<file path="config.mk">
export PLATFORM = sky130hd
export DESIGN_NAME = ip_input_conditioner
export DESIGN_NICKNAME = d
export VERILOG_FILES = /design/src/rtl/ip_input_conditioner.sv
export SDC_FILE = /design/constraint.sdc
export NUM_CORES = 1
export LEC_CHECK = 0
export BUFFER_PORTS_ARGS = -buffer_cell sky130_fd_sc_hd__buf_2
export CAP_MARGIN = 20
export CORE_AREA = 2 2 39 41
export CTS_BUF_LIST = sky130_fd_sc_hd__clkbuf_4 sky130_fd_sc_hd__clkbuf_8 sky130_fd_sc_hd__clkbuf_16
export DETAILED_ROUTE_END_ITERATION = 8
export DIE_AREA = 0 0 41 43
export GPL_TIMING_DRIVEN = 0
export PLACE_DENSITY = 0.67
export SETUP_SLACK_MARGIN = 0.02
export SLEW_MARGIN = 10
export SYNTH_ARGS = -nofsm -noshare
export SYNTH_HDL_FRONTEND = slang
export SYNTH_SLANG_ARGS = --single-unit
</file>
<file path="constraint.sdc">
create_clock -name clk -period 2.3 [get_ports clk]
set_input_delay 0.575 -clock clk [delete_from_list [all_inputs] [get_ports clk]]
set_output_delay 0.575 -clock clk [all_outputs]
set_load 0.02 [all_outputs]
</file>
<file path="src/rtl/ip_input_conditioner.sv">
// ip_input_conditioner
//   Synchronises an asynchronous buffered pin into clk, debounces it with a
//   two-state qualifier and presents a clean level plus one-cycle rise/fall
//   strobes. All outputs are registered.
//   Optional build macro: IP_INPUT_GLITCH_CNT_EN adds a saturating 8-bit
//   count of rejected glitches (glitch_cnt_o) with a synchronous clear
//   (glitch_clr_i).
`timescale 1ns/1ps

module ip_input_conditioner #(
  parameter int   SYNC_STAGES     = 2,     // 2..4
  parameter int   DEBOUNCE_CYCLES = 16,    // 1..65535
  parameter logic INIT_LEVEL      = 1'b0
) (
  input  logic       clk,
  input  logic       rst,           // synchronous, active-low
  input  logic       din_i,
  input  logic       tick_i,
`ifdef IP_INPUT_GLITCH_CNT_EN
  input  logic       glitch_clr_i,
  output logic [7:0] glitch_cnt_o,
`endif
  output logic       level_o,
  output logic       rise_o,
  output logic       fall_o,
  output logic       busy_o
);

  // Counter only needs to reach DEBOUNCE_CYCLES, never beyond.
  localparam int CNT_W = $clog2(DEBOUNCE_CYCLES + 1);
  localparam logic [CNT_W-1:0] CNT_TARGET = CNT_W'(DEBOUNCE_CYCLES);
  localparam logic [CNT_W-1:0] CNT_ONE    = CNT_W'(1);

  typedef enum logic {
    STABLE  = 1'b0,
    QUALIFY = 1'b1
  } state_t;

  logic [SYNC_STAGES-1:0] sync_q, sync_d;
  logic                   s;

  state_t           state_q, state_d;
  logic [CNT_W-1:0] cnt_q, cnt_d, cnt_inc;
  logic             level_q, level_d;
  logic             rise_q, rise_d;
  logic             fall_q, fall_d;
  logic             busy_q, busy_d;
  logic             commit;

  // Synchroniser shift: only stage 0 sees the asynchronous pin.
  always_comb begin
    sync_d = {sync_q[SYNC_STAGES-2:0], din_i};
  end

  // Synchroniser chain advances every clock regardless of tick_i.
  always_ff @(posedge clk) begin
    if (!rst) begin
      sync_q <= {SYNC_STAGES{INIT_LEVEL}};
    end else begin
      sync_q <= sync_d;
    end
  end

  assign s = sync_q[SYNC_STAGES-1];

  // Debounce next-state: qualify a differing level for DEBOUNCE_CYCLES ticks.
  always_comb begin
    state_d = state_q;
    cnt_d   = cnt_q;
    level_d = level_q;
    rise_d  = 1'b0;
    fall_d  = 1'b0;
    commit  = 1'b0;
    cnt_inc = cnt_q + CNT_ONE;

    case (state_q)
      STABLE: begin
        if (tick_i && (s != level_q)) begin
          if (CNT_TARGET == CNT_ONE) begin
            commit = 1'b1;
          end else begin
            cnt_d   = CNT_ONE;
            state_d = QUALIFY;
          end
        end
      end
      QUALIFY: begin
        if (tick_i) begin
          if (s != level_q) begin
            if (cnt_inc == CNT_TARGET) begin
              commit = 1'b1;
            end else begin
              cnt_d = cnt_inc;
            end
          end else begin
            // Pin returned to the accepted level before qualifying: glitch.
            cnt_d   = '0;
            state_d = STABLE;
          end
        end
      end
      default: begin
        cnt_d   = '0;
        state_d = STABLE;
      end
    endcase

    if (commit) begin
      level_d = s;
      cnt_d   = '0;
      state_d = STABLE;
      rise_d  = s;
      fall_d  = ~s;
    end

    busy_d = (state_d == QUALIFY);
  end

  // Debounce state, counter and registered outputs.
  always_ff @(posedge clk) begin
    if (!rst) begin
      state_q <= STABLE;
      cnt_q   <= '0;
      level_q <= INIT_LEVEL;
      rise_q  <= 1'b0;
      fall_q  <= 1'b0;
      busy_q  <= 1'b0;
    end else begin
      state_q <= state_d;
      cnt_q   <= cnt_d;
      level_q <= level_d;
      rise_q  <= rise_d;
      fall_q  <= fall_d;
      busy_q  <= busy_d;
    end
  end

  assign level_o = level_q;
  assign rise_o  = rise_q;
  assign fall_o  = fall_q;
  assign busy_o  = busy_q;

`ifdef IP_INPUT_GLITCH_CNT_EN
  logic [7:0] glitch_cnt_q, glitch_cnt_d;
  logic       reject;

  // A rejection is a tick in QUALIFY where the pin is back at the old level.
  always_comb begin
    reject       = (state_q == QUALIFY) && tick_i && (s == level_q);
    glitch_cnt_d = glitch_cnt_q;
    if (glitch_clr_i) begin
      glitch_cnt_d = 8'd0;
    end else if (reject && (glitch_cnt_q != 8'hFF)) begin
      glitch_cnt_d = glitch_cnt_q + 8'd1;
    end
  end

  // Saturating glitch counter; clear has priority over increment.
  always_ff @(posedge clk) begin
    if (!rst) begin
      glitch_cnt_q <= 8'd0;
    end else begin
      glitch_cnt_q <= glitch_cnt_d;
    end
  end

  assign glitch_cnt_o = glitch_cnt_q;
`endif

endmodule

</file>
## Yosys cells after proc, flatten, opt, wreduce, memory -nomap -nowiden

Index checks and enable logic that the tools add are counted.

| word-level totals | value |
|---|---|
| flip-flop bits (word level) | 11 |
| input bits | 4 |
| output and inout port bits | 4 |
| word-level logic and storage cells | 32 |

| operators by class | value |
|---|---|
| add/subtract/negate cells | 1 |
| eq/ne operators | 5 |
| mux-type cells | 13 |
| bitwise gates (word level) | 3 |
| reductions and logical operators | 4 |

Operator list:

| operator | count |
|---|---|
| $mux W5 | 4 |
| $pmux W5 S2 | 1 |
| $mux W1 | 7 |
| $add A5 B1 Y5 const B | 1 |
| $eq A5 B5 Y1 const B | 1 |
| $ne A2 B2 Y1 const B | 2 |
| $ne A3 B3 Y1 const B | 1 |
| $not A1 Y1 | 3 |
| $reduce_and A3 Y1 | 1 |
| $pmux W1 S2 | 1 |
| $reduce_and A2 Y1 | 1 |
| $reduce_or A2 Y1 | 1 |
| $logic_and A1 B1 Y1 | 1 |
| $ne A1 B1 Y1 | 1 |

## Depth between registers and ports, before layout

| depth | value |
|---|---|
| depth after elaboration | 7 |
| mapped depth | 7 |
| depth with buffers taken out | 6 |

## Worst setup path before layout

Ideal clock, no wire load.

| timing path | value |
|---|---|
| path kind | flip-flop to flip-flop |
| from | register cnt_q[0] |
| to | register level_q (netlist: level_o) |
| library setup time | 115 ps |
| data arrival time | 1702 ps |
| data required time | 2185 ps |
| slack | 482 ps |
| stages on the path, launching flop included | 8 |
| path through | dfxtp_1 -> ha_1 -> or4b_1 -> o31ai_1 -> and3_1 -> buf_6 -> nand2_1 -> a31o_1 |

| on the way | value |
|---|---|
| cells in the longest elaborated chain, start to end | 6 |

Ends and longest elaborated chain:

| item | line | RTL |
|---|---|---|
| start, declared | 43 | `logic [CNT_W-1:0] cnt_q, cnt_d, cnt_inc;` |
| start signal, assigned | 130 | `cnt_q <= cnt_d;` |
| $add A5 B1 Y5 | 74 | `cnt_inc = cnt_q + CNT_ONE;` |
| $eq A5 B5 Y1 | 90 | `if (cnt_inc == CNT_TARGET) begin` |
| $mux W1 | 90 |  |
| $mux W1 | 89 | `if (s != level_q) begin` |
| $mux W1 | 88 | `if (tick_i) begin` |
| $mux W1 | 76 | `case (state_q)` |
| end signal, assigned | 131 | `level_q <= level_d;` |
| end, declared | 44 | `logic level_q, level_d;` |

No other way between the ends.
A chain may end at the register's enable or synchronous reset.

## Worst setup path after layout

Same ends and word-level chain as after synthesis.

==> summary.md <==
| Metric | Value |
|---|---|
| Die Span X | `41 um` |
| Power Density | `569 nW/um2` |
| Synth Area in Simple Gates | `25.5%` |
| Worst EP required | `2.46 ns` |
| Compound-Gate Fraction of Synth Area | `22.2%` |
| Setup Skew | `0.00123 ns` |
| Clock latency on the worst-skew pair | `0.26 ns` |
| Post-route ant nets | `0` |
| Num Clock Sinks | `11` |
| Final-report max-slew violation count | `0` |
| Mapped Cells | `56` |
| Drt drc | `0` |
| CP max stage delay | `about 0.47 ns` |
| Finished Cell Area | `616 um2` |
| Number of iterations in the first detailed-routing pass | `4` |
| Vias | `between 400 and 500` |
| Max_cap viols | `0` |
| CP endpoint | `level_o` |
| N_diodes | `0` |
| Crit-path cells | `ha_1 -> or4b_1 -> o31ai_1 -> and3_1 -> buf_6 -> nand2_1 -> a31o_1` |
| Most frequent cells in the layout | `dfxtp_1 (11), buf_2 (7), a21oi_1 (5)` |
| Vias in the first global route | `402` |
| DP Area | `586 um2` |
| Worst r2r src | `cnt_q[0]` |
| Post-synthesis mux area share | `0%` |
| Most common cell after layout, fill and taps aside | `dfxtp_1` |
| Mapped Nets | `62` |
| R2R setup slack | `0.34 ns` |
| Hold Violations, Final | `0` |
| WL met1 | `518 um` |
| PortBufs | `7` |
| Largest family of logic cells by synthesized area | `simple AND/OR/NAND/NOR gates` |
| Iteration-0 DRC Markers | `10` |
| Minimum clock period | `approximately 2 ns` |
| Filler instances | `134` |
| Unrepaired setup endpoints after global routing | `false` |
| Setup CP Type | `register to register` |
| Routed wire length on met3 | `around 34 um` |
| Fmax achieved | `509 MHz` |
| Class of the worst hold path | `register to register` |
| Synth Cell Area | `531 um2` |
| Synth warnings | `0` |
| Multi-input gate area | `295 um2` |
| Sequential element share of the synthesized area | `41.5%` |
| Reg2reg path depth | `7` |
| Reg clk slew, reported paths | `0.06 ns` |
| Synth top area share | `41.5%` |
| Via density | `5.22` |
| First-pass GRT wire length | `~1800 um` |
| Leakage power | `0.267 nW` |
| Critical path's slowest cell | `or4b_1` |
| H-tree depth | `1` |
| Hold path depth | `1` |
| Worst-Margin Slew | `0.395 ns` |
| # setup viols final | `0` |
| Initial antenna violation count | `0` |
| Top cells by area, synth | `dfxtp_1 (42%), a21oi_1 (4.7%), ha_1 (4.7%)` |
| CTS tree | `yes` |
| Worst R2R End | `level_o` |
| Post-CTS setup buffer count | `0` |
| XOR/XNOR Fraction of Synth Area | `3.30%` |
| Fin crit share | `85.4%` |
| Post-Synth Adder-Cell Area | `4.72%` |
| Top layer in use | `met4` |
| Layout cells sized above 1 | `23.9%` |
| Largest net degree at the start of global routing | `9` |
| Worst vdd ir | `0.367 mV` |
| Total track usage | `14.6%` |
| Core Region | `approximately 1400 um2` |
| P&R area growth vs syn | `16.0%` |
| Deepest clock path buffer count | `2` |
| CP Launch Type | `register` |
| Die Y | `43 um` |
| Synth Register Bits | `11` |
| Crit. Startpoint | `cnt_q[0]` |
| Final WL | `just under 1000 um` |
| Leading area contributor after synthesis | `dfxtp_1` |
| DIE AREA | `1760 um2` |
| Setup TNS | `0 ns` |
| Final HPWL DP | `730 um` |
| Met2 Wirelength | `437 um` |
| Routed len/inst | `12.0 um` |
| Post-cts resize count | `0` |
| Post-Syn Area per Cell | `9.47 um2` |
| Arrival @ worst endpoint | `2.12 ns` |
| Gpl congestion | `just over 0.7` |
| # nets final | `74` |
| Total I/O pin count | `8` |
| Worst rel slew slack | `73.5%` |
| Total gr overflow | `0` |
| Yosys cell types | `30` |
| Status | `finished clean` |
| Initial Util | `38.3%` |
| Cts hold-fix bufs | `0` |
| # rows | `14` |
| Total CTS buffers | `3` |
| Critical Path Fanout Max | `8` |
| Critical Path End Type | `register` |
| Storage element area | `220 um2` |
| Root Driver | `clkbuf_4` |
-- cells by family (layout without fill, tap and decap cells) --
| logic type | Yosys count | after routing |
|---|---|---|
| xor+xnor | 2 | 2 |
| flops | 11 | 11 |
| fa+ha+maj | 2 | 2 |
| simple gates | 22 | 22 |
| buf+inv | 2 | 13 |
| compound gates | 17 | 17 |
-- power breakdown --
| part | switching [mW] | internal [mW] | total [mW] |
|---|---|---|---|
| Clock | 0.0567 | 0.0787 | 0.135 |
| Sequential | 0.00352 | 0.194 | 0.197 |
| Combinational | 0.00941 | 0.00775 | 0.0172 |
-- cell usage after synthesis (all sizes together) --
library cell	n
a21oi	5
ha	2
a211o	1
a31o	1
nand3	3
a21bo	1
nor2	2
or4	1
xor2	1
o211a	1
buf	1
inv	1
nand2	4
a21boi	1
xnor2	1
or3	1
nand2b	1
and3b	1
o31ai	3
o21bai	1
or4b	1
and3	1
and2	3
nand4	1
a31oi	1
and4	1
nor3b	2
dfxtp	11
o21ai	2
-- stage by stage --
step / util, % / setup slack (ns) / power [mW] / hold WS [ns] / std cells
floorplan: - / 0.482 / 0.211 / 0.412 / 56
global placement: 42.3 / 0.353 / 0.218 / 0.430 / 79
detailed placement: 42.3 / 0.336 / 0.219 / 0.431 / 79
CTS: 44.5 / 0.332 / 0.357 / 0.447 / 83
global route: 44.5 / 0.169 / 0.371 / 0.496 / 83
finish: 44.5 / 0.337 / 0.350 / 0.441 / 83
-- how the worst min path moves through the flow --
stage                            to      start  slack (ns)
after floorplan           sync_q[1]  sync_q[0]        0.41
after global placement    sync_q[1]  sync_q[0]        0.43
after detailed placement  sync_q[1]  sync_q[0]        0.43
after CTS                 sync_q[1]  sync_q[0]        0.45
after global routing      sync_q[1]  sync_q[0]        0.50
final                     sync_q[1]  sync_q[0]        0.44
-- worst max-delay path, delay by kind of cell (launching register included) --
| kind | cells | cell delay [ns] |
|---|---|---|
| flip-flops | 1 | 0.38 |
| AND/OR/NAND/NOR | 3 | 0.76 |
| AO/OA/AOI/OAI | 2 | 0.32 |
| buffers and inverters | 1 | 0.12 |
| adder cells (fa/ha/maj) | 1 | 0.28 |
-- per-layer routing --
| layer | up-vias | global-route usage (%) |
|---|---|---|
| met1 | 193 | 21.9 |
| met3 | 2 | 3.14 |
| li1 | 231 | - |
| met2 | 7 | 18.8 |
| met4 | 0 | 8.00 |
| met5 | - | 0 |
-- cell type report --
| type | instances | area share [%] |
|---|---|---|
| inverter | 1 | 0.610 |
| multi-input combinational | 43 | 48.0 |
| tap | 16 | 3.25 |
| clock buffer | 4 | 4.88 |
| buffer | 1 | 1.83 |
| timing repair buffer | 7 | 5.69 |
| sequential | 11 | 35.8 |
-- state kept, by name (all words and copies together) (netlist names), named ones only --
signal and count:
fall_o 1, cnt_q 5, sync_q 2, level_o 1
rise_o 1
No activity file was read; power rests on OpenSTA's default activity.
